--- config.mk ---
export PLATFORM = sky130hd
export DESIGN_NAME = wb_dma_master_flat
export DESIGN_NICKNAME = d
export VERILOG_FILES = /design/src/rtl/wb_dma_master_pkg.sv /design/src/rtl/wb_dma_master_if.sv /design/src/rtl/wb_dma_master_wdog.sv /design/src/rtl/wb_dma_master.sv /design/src/flat_wrapper.sv
export SDC_FILE = /design/constraint.sdc
export NUM_CORES = 1
export LEC_CHECK = 0
export CAP_MARGIN = 15
export CORE_MARGIN = 2
export CORE_UTILIZATION = 40
export CTS_CLUSTER_SIZE = 24
export DETAILED_ROUTE_END_ITERATION = 10
export DONT_BUFFER_PORTS = 1
export PLACE_DENSITY = 0.53
export SYNTH_ARGS = -nofsm -noshare
export SYNTH_HDL_FRONTEND = slang
export SYNTH_HIERARCHICAL = 1
export SYNTH_SLANG_ARGS = --single-unit
--- constraint.sdc ---
create_clock -name clk_i -period 5.85 [get_ports clk_i]
set_input_delay 0 -clock clk_i [delete_from_list [all_inputs] [get_ports clk_i]]
set_output_delay 0 -clock clk_i [all_outputs]
set_load 0.05 [all_outputs]
--- src/rtl/wb_dma_master_pkg.sv ---
// Shared types and constants for the Wishbone block-copy DMA master.
// Holds the FSM state encoding, the byte-select and zero-word constants, and a word-align helper.
package wb_dma_master_pkg;

    typedef enum logic [2:0] {
        ST_IDLE = 3'd0,
        ST_RD   = 3'd1,
        ST_RGAP = 3'd2,
        ST_WR   = 3'd3,
        ST_WGAP = 3'd4,
        ST_DONE = 3'd5
    } dma_state_e;

    localparam logic [3:0]  WB_SEL_ALL = 4'b1111;
    localparam logic [31:0] ZERO_WORD  = 32'h0000_0000;
    localparam logic [31:0] WORD_STEP  = 32'd4;

    function automatic logic [31:0] word_align(input logic [31:0] addr);
        return {addr[31:2], 2'b00};
    endfunction

endpackage

--- src/rtl/wb_dma_master_if.sv ---
// Wishbone classic bus bundle between the DMA master and the interconnect master port.
// Signal directions are named from the master's point of view.
interface wb_dma_master_if;
    logic [31:0] adr;
    logic [31:0] dat_o;
    logic [31:0] dat_i;
    logic [3:0]  sel;
    logic        we;
    logic        cyc;
    logic        stb;
    logic        ack;
    logic        err;

    modport master (
        output adr, dat_o, sel, we, cyc, stb,
        input  dat_i, ack, err
    );

    modport slave (
        input  adr, dat_o, sel, we, cyc, stb,
        output dat_i, ack, err
    );
endinterface

--- src/rtl/wb_dma_master_wdog.sv ---
// Bus watchdog: down-counter reloaded whenever no access is pending, expiring on the
// TIMEOUT-th consecutive strobe cycle without a response. TIMEOUT=0 disables it.
module wb_dma_wdog #(
    parameter int unsigned TIMEOUT = 255
) (
    input  logic clk_i,
    input  logic rst_i,
    input  logic clear_i,
    input  logic en_i,
    output logic expired_o
);

    localparam int unsigned CW = (TIMEOUT > 1) ? $clog2(TIMEOUT) : 1;
    localparam logic [CW-1:0] LOAD = (TIMEOUT == 0) ? '0 : CW'(TIMEOUT - 1);

    logic [CW-1:0] cnt_q;
    logic [CW-1:0] cnt_d;

    always_comb begin
        cnt_d = cnt_q;
        if (clear_i) begin
            cnt_d = LOAD;
        end else if (en_i && (cnt_q != '0)) begin
            cnt_d = cnt_q - CW'(1);
        end
    end

    always_ff @(posedge clk_i or posedge rst_i) begin
        if (rst_i) begin
            cnt_q <= '0;
        end else begin
            cnt_q <= cnt_d;
        end
    end

    // Terminal count is reached while the last permitted strobe cycle is still on the bus.
    assign expired_o = (TIMEOUT != 0) && en_i && (cnt_q == '0);

endmodule

--- src/rtl/wb_dma_master.sv ---
// Wishbone classic-cycle DMA master: copies len 32-bit words from src to dst,
// one read then one write per word, with an idle gap after each access for rearbitration.
//
// state | meaning
// IDLE  | waiting for start_i
// RD    | read access to src pending (cyc/stb high, we low)
// RGAP  | bus released after read, word held in buffer
// WR    | write access to dst pending (cyc/stb/we high)
// WGAP  | bus released after write, decide next word or finish
// DONE  | one-cycle done_o pulse, then back to IDLE
module wb_dma_master
    import wb_dma_master_pkg::*;
#(
    parameter int unsigned LEN_W   = 16,
    parameter int unsigned TIMEOUT = 255
) (
    input  logic             clk_i,
    input  logic             rst_i,
    input  logic             start_i,
    input  logic [31:0]      src_addr_i,
    input  logic [31:0]      dst_addr_i,
    input  logic [LEN_W-1:0] len_i,
    output logic             busy_o,
    output logic             done_o,
    output logic             err_o,
    wb_dma_master_if.master  wb
);

    dma_state_e       state_q, state_d;
    logic [31:0]      src_q, src_d;
    logic [31:0]      dst_q, dst_d;
    logic [LEN_W-1:0] cnt_q, cnt_d;
    logic [31:0]      buf_q, buf_d;

    logic [31:0]      adr_q, adr_d;
    logic [31:0]      dat_q, dat_d;
    logic [3:0]       sel_q, sel_d;
    logic             we_q, we_d;
    logic             cyc_q, cyc_d;
    logic             stb_q, stb_d;
    logic             busy_q, busy_d;
    logic             done_q, done_d;
    logic             err_q, err_d;

    logic             bus_ok;
    logic             bus_abort;
    logic             wdog_expired;

    // Responses only count while our strobe is out; err takes priority over ack.
    assign bus_ok    = stb_q && wb.ack && !wb.err;
    assign bus_abort = (stb_q && wb.err) || wdog_expired;

    wb_dma_wdog #(
        .TIMEOUT (TIMEOUT)
    ) u_wdog (
        .clk_i     (clk_i),
        .rst_i     (rst_i),
        .clear_i   (!stb_q || bus_ok),
        .en_i      (stb_q),
        .expired_o (wdog_expired)
    );

    always_comb begin
        state_d = state_q;
        src_d   = src_q;
        dst_d   = dst_q;
        cnt_d   = cnt_q;
        buf_d   = buf_q;
        err_d   = err_q;

        case (state_q)
            ST_IDLE: begin
                if (start_i) begin
                    src_d   = word_align(src_addr_i);
                    dst_d   = word_align(dst_addr_i);
                    cnt_d   = len_i;
                    err_d   = 1'b0;
                    state_d = (len_i == '0) ? ST_DONE : ST_RD;
                end
            end
            ST_RD: begin
                if (bus_abort) begin
                    err_d   = 1'b1;
                    state_d = ST_DONE;
                end else if (bus_ok) begin
                    buf_d   = wb.dat_i;
                    src_d   = src_q + WORD_STEP;
                    state_d = ST_RGAP;
                end
            end
            ST_RGAP: begin
                state_d = ST_WR;
            end
            ST_WR: begin
                if (bus_abort) begin
                    err_d   = 1'b1;
                    state_d = ST_DONE;
                end else if (bus_ok) begin
                    dst_d   = dst_q + WORD_STEP;
                    cnt_d   = cnt_q - LEN_W'(1);
                    state_d = ST_WGAP;
                end
            end
            ST_WGAP: begin
                state_d = (cnt_q == '0) ? ST_DONE : ST_RD;
            end
            ST_DONE: begin
                state_d = ST_IDLE;
            end
            default: begin
                state_d = ST_IDLE;
            end
        endcase

        // Bus outputs are decoded from the next state so they leave a flop
        // in the same cycle the FSM enters RD/WR; adr/dat stay frozen while waiting.
        cyc_d  = (state_d == ST_RD) || (state_d == ST_WR);
        stb_d  = cyc_d;
        we_d   = (state_d == ST_WR);
        sel_d  = cyc_d ? WB_SEL_ALL : 4'b0000;
        adr_d  = (state_d == ST_RD) ? src_d :
                 (state_d == ST_WR) ? dst_d : ZERO_WORD;
        dat_d  = (state_d == ST_WR) ? buf_d : ZERO_WORD;
        busy_d = (state_d == ST_RD) || (state_d == ST_RGAP) ||
                 (state_d == ST_WR) || (state_d == ST_WGAP);
        done_d = (state_d == ST_DONE);
    end

    always_ff @(posedge clk_i or posedge rst_i) begin
        if (rst_i) begin
            state_q <= ST_IDLE;
            src_q   <= ZERO_WORD;
            dst_q   <= ZERO_WORD;
            cnt_q   <= '0;
            buf_q   <= ZERO_WORD;
            adr_q   <= ZERO_WORD;
            dat_q   <= ZERO_WORD;
            sel_q   <= 4'b0000;
            we_q    <= 1'b0;
            cyc_q   <= 1'b0;
            stb_q   <= 1'b0;
            busy_q  <= 1'b0;
            done_q  <= 1'b0;
            err_q   <= 1'b0;
        end else begin
            state_q <= state_d;
            src_q   <= src_d;
            dst_q   <= dst_d;
            cnt_q   <= cnt_d;
            buf_q   <= buf_d;
            adr_q   <= adr_d;
            dat_q   <= dat_d;
            sel_q   <= sel_d;
            we_q    <= we_d;
            cyc_q   <= cyc_d;
            stb_q   <= stb_d;
            busy_q  <= busy_d;
            done_q  <= done_d;
            err_q   <= err_d;
        end
    end

    assign wb.adr   = adr_q;
    assign wb.dat_o = dat_q;
    assign wb.sel   = sel_q;
    assign wb.we    = we_q;
    assign wb.cyc   = cyc_q;
    assign wb.stb   = stb_q;
    assign busy_o   = busy_q;
    assign done_o   = done_q;
    assign err_o    = err_q;

endmodule
--- src/flat_wrapper.sv ---
// flat-port wrapper written by rule: the top's interface ports become plain ports
module wb_dma_master_flat import wb_dma_master_pkg::*;
#(
    parameter int unsigned LEN_W   = 16,
    parameter int unsigned TIMEOUT = 255
)
  (clk_i, rst_i, start_i, src_addr_i, dst_addr_i, len_i, busy_o, done_o, err_o, wb_adr, wb_dat_o, wb_sel, wb_we, wb_cyc, wb_stb, wb_dat_i, wb_ack, wb_err);
  wb_dma_master_if wb_i ();
  input  logic clk_i;
  input  logic rst_i;
  input  logic start_i;
  input  logic [31:0] src_addr_i;
  input  logic [31:0] dst_addr_i;
  input  logic [LEN_W-1:0] len_i;
  output logic busy_o;
  output logic done_o;
  output logic err_o;
  output wire logic [$bits(wb_i.adr)-1:0] wb_adr;
  output wire logic [$bits(wb_i.dat_o)-1:0] wb_dat_o;
  output wire logic [$bits(wb_i.sel)-1:0] wb_sel;
  output wire logic [$bits(wb_i.we)-1:0] wb_we;
  output wire logic [$bits(wb_i.cyc)-1:0] wb_cyc;
  output wire logic [$bits(wb_i.stb)-1:0] wb_stb;
  input wire logic [$bits(wb_i.dat_i)-1:0] wb_dat_i;
  input wire logic [$bits(wb_i.ack)-1:0] wb_ack;
  input wire logic [$bits(wb_i.err)-1:0] wb_err;
  assign wb_adr = wb_i.adr;
  assign wb_dat_o = wb_i.dat_o;
  assign wb_sel = wb_i.sel;
  assign wb_we = wb_i.we;
  assign wb_cyc = wb_i.cyc;
  assign wb_stb = wb_i.stb;
  assign wb_i.dat_i = wb_dat_i;
  assign wb_i.ack = wb_ack;
  assign wb_i.err = wb_err;
  wb_dma_master #(.LEN_W(LEN_W), .TIMEOUT(TIMEOUT)) u_core (.clk_i(clk_i), .rst_i(rst_i), .start_i(start_i), .src_addr_i(src_addr_i), .dst_addr_i(dst_addr_i), .len_i(len_i), .busy_o(busy_o), .done_o(done_o), .err_o(err_o), .wb(wb_i));
endmodule
==> results.md, run 1 <==
- Combinational Power Share: 32.5%
- Worst-path clk slew: 0.08 ns
- Sequential area share after synthesis: 52.0%
- Final nets: 1157
- Global-route wire length before repair: 41800 um
- DRT Wirelength: 26200 um
- Leading cell types by total area after synthesis: dfrtp_1, nand2_1, o21ai_0, a22o_1, and2_1
- GR Overflow Total: 0
- Yosys top cell area share: 52.0%
- Effective utilization at floorplan: 40.8%
- Sink Count: 192
- H-tree depth: 4
- Max-cap viol count: 0
- Number of global-route vias before repair: 7512
- Syn avg cell area: 9.68 um2
- Share of the clock period used by the worst path: 72.5%
- Flops & latches, synth: 192
- Max Fclk: 0.236 GHz
- First drt pass iteration count: 5
- Final Setup Violations: 0
- CTS tree: yes
- Synthesis-to-finish area growth: 21.1%
- Pin count of the biggest net entering global routing: 117
- Hold Path Class: input port to flip-flop
- Port Buffers: 0
- Arrival time worst endpoint: 4.61 ns
- Clock group share of total power: 21.3%
- Syn. warnings: 6
- Setup_tns: 0 ns
- Post-cts resize count: 0
- Least-Margin Pin Slew: 1.10 ns
- Final Hold Fails: 0
- Root buffer cell: clkbuf_16
- Final Hold Slack: 0.0297 ns
- Ratio of cells with drive above 1 in the final layout: 6.87%
- Register share of total power: 46.2%
- Initial antenna violation count: 4
- Synthesized cell area: 9240 um2
- Crit path time final: 4.24 ns
- Worst Path Required: 6.23 ns
- DRC errors left: 0
- Leading area contributor after synthesis: dfrtp_1
- Critical path peak fanout: 17
- Critical path launch point type: flip-flop
- Crit path kind: flip-flop to flip-flop
- Max incr delay on CP: 1.05 ns
- Worst VDD drop: 0.207 mV
- Number of fillers in the final layout: 2064
- CP endpoint kind: flip-flop
- DIE WIDTH: 156 um
- Clock Skews: 0.0196 ns
- Die H: 156 um
- RSZ-0062 raised after global routing: false
- Detail-routed via count per cell: 5.70
- Initial drt markers: 497
- Outcome: completed
- Most common library cells after synthesis: dfrtp_1, nand2_1, o21ai_0, and2_1, nor2_1
- Setup bufs post-CTS: 0
- Worst skew pair latency: 0.45 ns
- CTS Buffer Depth: 2
- NetSw: 2.63 mW
- Top-count cell post-synth: dfrtp_1
- TritonCTS buffer count: 17
- Wire length per cell: 19.6 um
- Syn Inst Count: 955
- Final max-slew violation count: 0
- Fin util: 49.4%
- Post-synth ARST share: 100%
- Net Sw Frac: 46.2%
- Tot GR Track Use: 22.1%
- GP Congestion: 0.853
- Die ar.: 24300 um2
- Worst rel slew slack: 25.6%
- Post-Syn Nets: 1077
- Vias: 7623
- DP HPWL: 17200 um
- Int Power: 3.06 mW
- Crit-path cells: nand4bb_1 -> nor2b_1 -> and4bb_1 -> o21a_1 -> a221oi_1 -> and3_1 -> buf_4 -> a22o_1
- Core Region: 22600 um2
- Yosys cell types: 78
- Ports: 191
- Critical path's slowest cell: dfrtp_4
- Routed Antenna Nets: 0
- Row count: 55
- PD cells: 508 nW/um2
- Static Leak: 4.86 nW
- Number of enable flip-flop cells after synthesis: 0
- Ys flop type: dfrtp_1
## registers in the layout, summed over array words and instances (netlist names)
name	cells
u_core/buf_q	32
u_core/dst_q	32
u_core/src_q	32
u_core/wb.adr	32
u_core/wb.dat_o	32
u_core/cnt_q	16
u_core/u_wdog/cnt_q	8
u_core/state_q	3
u_core/busy_o	1
u_core/done_o	1
u_core/err_o	1
u_core/wb.sel	1
u_core/wb.we	1
## metal layers
metal  up-vias  share of wire (%)  GRT usage (%)
met5         -                  0              0
met4         0                2.4           7.47
met3        41                6.7           6.47
met2       238                 45           33.2
met1      3706                 46           30.7
li1       3638                  -              -
## area by class of cell
| class | count | area [um2] | share of cell area, % |
|---|---|---|---|
| Inverter | 18 | 75.1 | 0.671 |
| Multi-Input combinational cell | 681 | 4090 | 36.6 |
| Antenna cell | 4 | 10.0 | 0.0894 |
| Tap cell | 285 | 357 | 3.19 |
| Sequential cell | 192 | 4810 | 43.0 |
| Clock buffer | 17 | 425 | 3.80 |
| Clock inverter | 15 | 208 | 1.86 |
| Timing Repair Buffer | 125 | 1220 | 10.9 |
## worst paths after layout
kind	startpoint	endpoint	slack, ns	cells after the start
setup / recovery	u_core/wb.sel[2]	u_core/wb.adr[13]	1.61	8
hold / removal	start_i	u_core/src_q[14]	0.03	4
setup reg to reg	u_core/wb.sel[2]	u_core/wb.adr[13]	1.61	8
hold reg to reg	u_core/buf_q[25]	u_core/buf_q[25]	0.47	2
max in group asynchronous	rst_i	u_core/buf_q[3]	4.25	3
min in group asynchronous	rst_i	u_core/u_wdog/cnt_q[6]	0.07	2
## timing repair
action / 4_1_cts / 5_1_grt
hold buffers: 112 / 0
hold endpoints to repair: 299 / 0
setup endpoints to repair: 0 / 0
## cells in the final DEF (no fill, tap or decap), types with 14 or more instances in the layout
cell	synthesis	final
nand2_1	172	172
nor3_1	14	14
nand4_1	26	26
o211ai_1	17	17
and2_1	41	41
o21ai_0	65	65
a21oi_1	37	36
and3_1	18	18
clkbuf_16	0	17
o311ai_0	14	14
dlygate4sd3_1	0	112
inv_1	18	16
a22o_1	32	32
nor2_1	40	39
nor4_1	16	16
nand3_1	37	37
dfrtp_1	192	191
## through the flow
stage / total power, mW / setup slack, ns / area (um2) / std cells
5_1_grt: 6.08 / 1.35 / 11200 / 1337
4_1_cts: 5.73 / 1.55 / 11200 / 1333
3_5_place_dp: 4.42 / 1.60 / 9430 / 1189
2_1_floorplan: 3.90 / 0.850 / 9240 / 955
6_report: 5.69 / 1.61 / 11200 / 1337
3_3_place_gp: 4.41 / 1.67 / 9430 / 1189
## power groups by stage
| stage | Combinational [mW] | Clock [mW] | Sequential, mW |
|---|---|---|---|
| after floorplan | 1.48 | 0 | 2.42 |
| after global placement | 1.77 | 0 | 2.64 |
| after detailed placement | 1.79 | 0 | 2.64 |
| after CTS | 1.86 | 1.25 | 2.62 |
| after global routing | 2.08 | 1.31 | 2.69 |
| final | 1.85 | 1.21 | 2.62 |
## cell families after synthesis
logic type | share of synthesized area [%]
simple gates | 23.5
compound gates | 18.4
flops | 52.0
buf+inv | 3.90
xor+xnor | 1.14
fa+ha+maj | 0.677
mux | 0.447
## critical path, delay by kind of cell (launching register included)
kind	cells	cell delay (ns)
compound gates	3	0.85
buf+inv	1	0.39
simple gates	4	1.84
flops	1	1.05
(Power assumes the default switching activity.)
==> run 2, diff against run 1 <==
==> constraint.sdc (replaced) <==
create_clock -name clk_i -period 4.06 [get_ports clk_i]
set_input_delay 0 -clock clk_i [delete_from_list [all_inputs] [get_ports clk_i]]
set_output_delay 0 -clock clk_i [all_outputs]
set_load 0.05 [all_outputs]
==> run 2 against run 1 <==
Against the previous run: final cell count is 0.60% higher; global-route usage is 0.25 points higher; maximum frequency increased by 27%; critical path depth increased by 2; non-clock buffer count increased by 11; critical endpoint is now u_core/wb.adr[28]; setup slack got worse by 0.88 ns; sequential share of layout area fell by 0.29 points; clock power grew 41%.
==> results.md, run 2 (synthesized netlist as in run 1, its figures left out) <==
- Wire length per cell: 19.8 um
- Core Region: 22600 um2
- Pre-CTS WS: 0.770 ns
- Crit-path cells: inv_1 -> ha_1 -> nand4bb_1 -> nor2b_1 -> nand4bb_1 -> nor4_1 -> nand4_1 -> xor2_1 -> o21ai_0 -> a22o_1
- TritonCTS buffer count: 17
- Max Fclk: 0.300 GHz
- Clock Skews: 0.0126 ns
- Crit path time final: 3.33 ns
- Root buffer cell: clkbuf_16
- Number of global-route vias before repair: 7558
- Least-Margin Pin Slew: 1.10 ns
- Crit path kind: flip-flop to flip-flop
- DRC errors left: 0
- First drt pass iteration count: 5
- DIE WIDTH: 156 um
- Outcome: completed
- Final nets: 1168
- RSZ-0062 raised after global routing: false
- PD cells: 732 nW/um2
- Final max-slew violation count: 0
- Critical path's slowest cell: nor4_1
- Worst Path Required: 4.43 ns
- Cell mode on critical path: nand4bb_1
- Commonest non-fill, non-tap cell in the layout: dfrtp_1
- Final Hold Fails: 0
- Fin util: 49.8%
- DRT Wirelength: 26600 um
- Die H: 156 um
- Max incr delay on CP: 0.78 ns
- Pin count of the biggest net entering global routing: 151
- Worst skew pair latency: 0.44 ns
- Share of the clock period used by the worst path: 82.1%
- Worst-path clk slew: 0.08 ns
- Tot GR Track Use: 22.4%
- Worst rel slew slack: 26.0%
- Largest delay contributor family on the critical path: simple AND/OR/NAND/NOR gates
- Critical path launch point type: flip-flop
- CP endpoint kind: flip-flop
- H-tree depth: 4
- Ports: 191
- Ratio of cells with drive above 1 in the final layout: 7.55%
- Static Leak: 4.89 nW
- Routed Antenna Nets: 0
- DP HPWL: 17700 um
- Critical path peak fanout: 11
- Row count: 55
- Hold Path Class: input port to asynchronous set/reset pin
- Initial antenna violation count: 1
- Pwr Total: 8.25 mW
- Post-placement cell count: 1197
- CTS tree: yes
- Arrival time worst endpoint: 3.71 ns
- Worst VDD drop: 0.347 mV
- Port Buffers: 0
- GR Overflow Total: 0
- Final Instance Count excl. Fillers: 1345
- Final Setup Violations: 0
- Sink Count: 192
- Die ar.: 24300 um2
- Setup bufs post-CTS: 0
- Synthesis-to-finish area growth: 21.9%
- Most frequent cells in the layout: dfrtp_1, nand2_1, dlygate4sd3_1
- Effective utilization at floorplan: 40.8%
- Global-route wire length before repair: 42600 um
- GP Congestion: 0.865
- Max-cap viol count: 0
- Post-cts resize count: 0
- Initial drt markers: 511
- CP bufs+invs: 1
- Vias: 7720
- Setup_tns: 0 ns
- PnR worst setup slack: 0.728 ns
- CTS Buffer Depth: 2
- Detail-routed via count per cell: 5.74
==> run 2: final timing paths <==
| path | cells after the start | end | slack (ns) | from |
|---|---|---|---|---|
| min | 2 | u_core/u_wdog/cnt_q[7] | 0.04 | rst_i |
| min reg2reg | 2 | u_core/buf_q[25] | 0.47 | u_core/buf_q[25] |
| max | 10 | u_core/wb.adr[28] | 0.73 | u_core/u_wdog/cnt_q[0] |
| max in group asynchronous | 4 | u_core/dst_q[19] | 2.87 | rst_i |
| max reg2reg | 10 | u_core/wb.adr[28] | 0.73 | u_core/u_wdog/cnt_q[0] |
| min in group clk_i | 4 | u_core/src_q[14] | 0.04 | start_i |
==> run 2: stage by stage <==
step                hold WS [ns]  area (um2)
finish                    0.0410       11300
global route              0.0622       11300
CTS                       0.0208       11300
detailed placement        -0.132        9510
global placement          -0.136        9510
floorplan                 -0.184        9250
==> run 2: final cells by class <==
class | count | area (um2)
clock inverters | 14 | 166
well taps | 285 | 357
clock buffers | 18 | 439
fillers | 2106 | 11400
inverters | 18 | 71.3
multi-input cells | 681 | 4090
flip-flops and latches | 192 | 4810
diodes | 1 | 2.50
repair buffers | 136 | 1330
==> run 2: per-layer routing <==
| layer | vias up | wire, um | track usage, % |
|---|---|---|---|
| met4 | 0 | 357 | 5.99 |
| met1 | 3807 | 12500 | 32.1 |
| met2 | 228 | 12100 | 34.2 |
| met3 | 27 | 1580 | 5.14 |
| met5 | - | 0 | 0 |
| li1 | 3658 | - | - |
==> run 2: repair_timing <==
item	in CTS	in global routing
hold buffers	115	0
hold endpoints to repair	333	0
endpoints found under the setup margin	0	0
==> run 2: report_power, final <==
part	total, mW	switching (mW)	internal (mW)
logic	2.89	1.81	1.07
registers	3.65	1.10	2.56
clock network	1.71	0.860	0.848
total	8.25	3.77	4.48
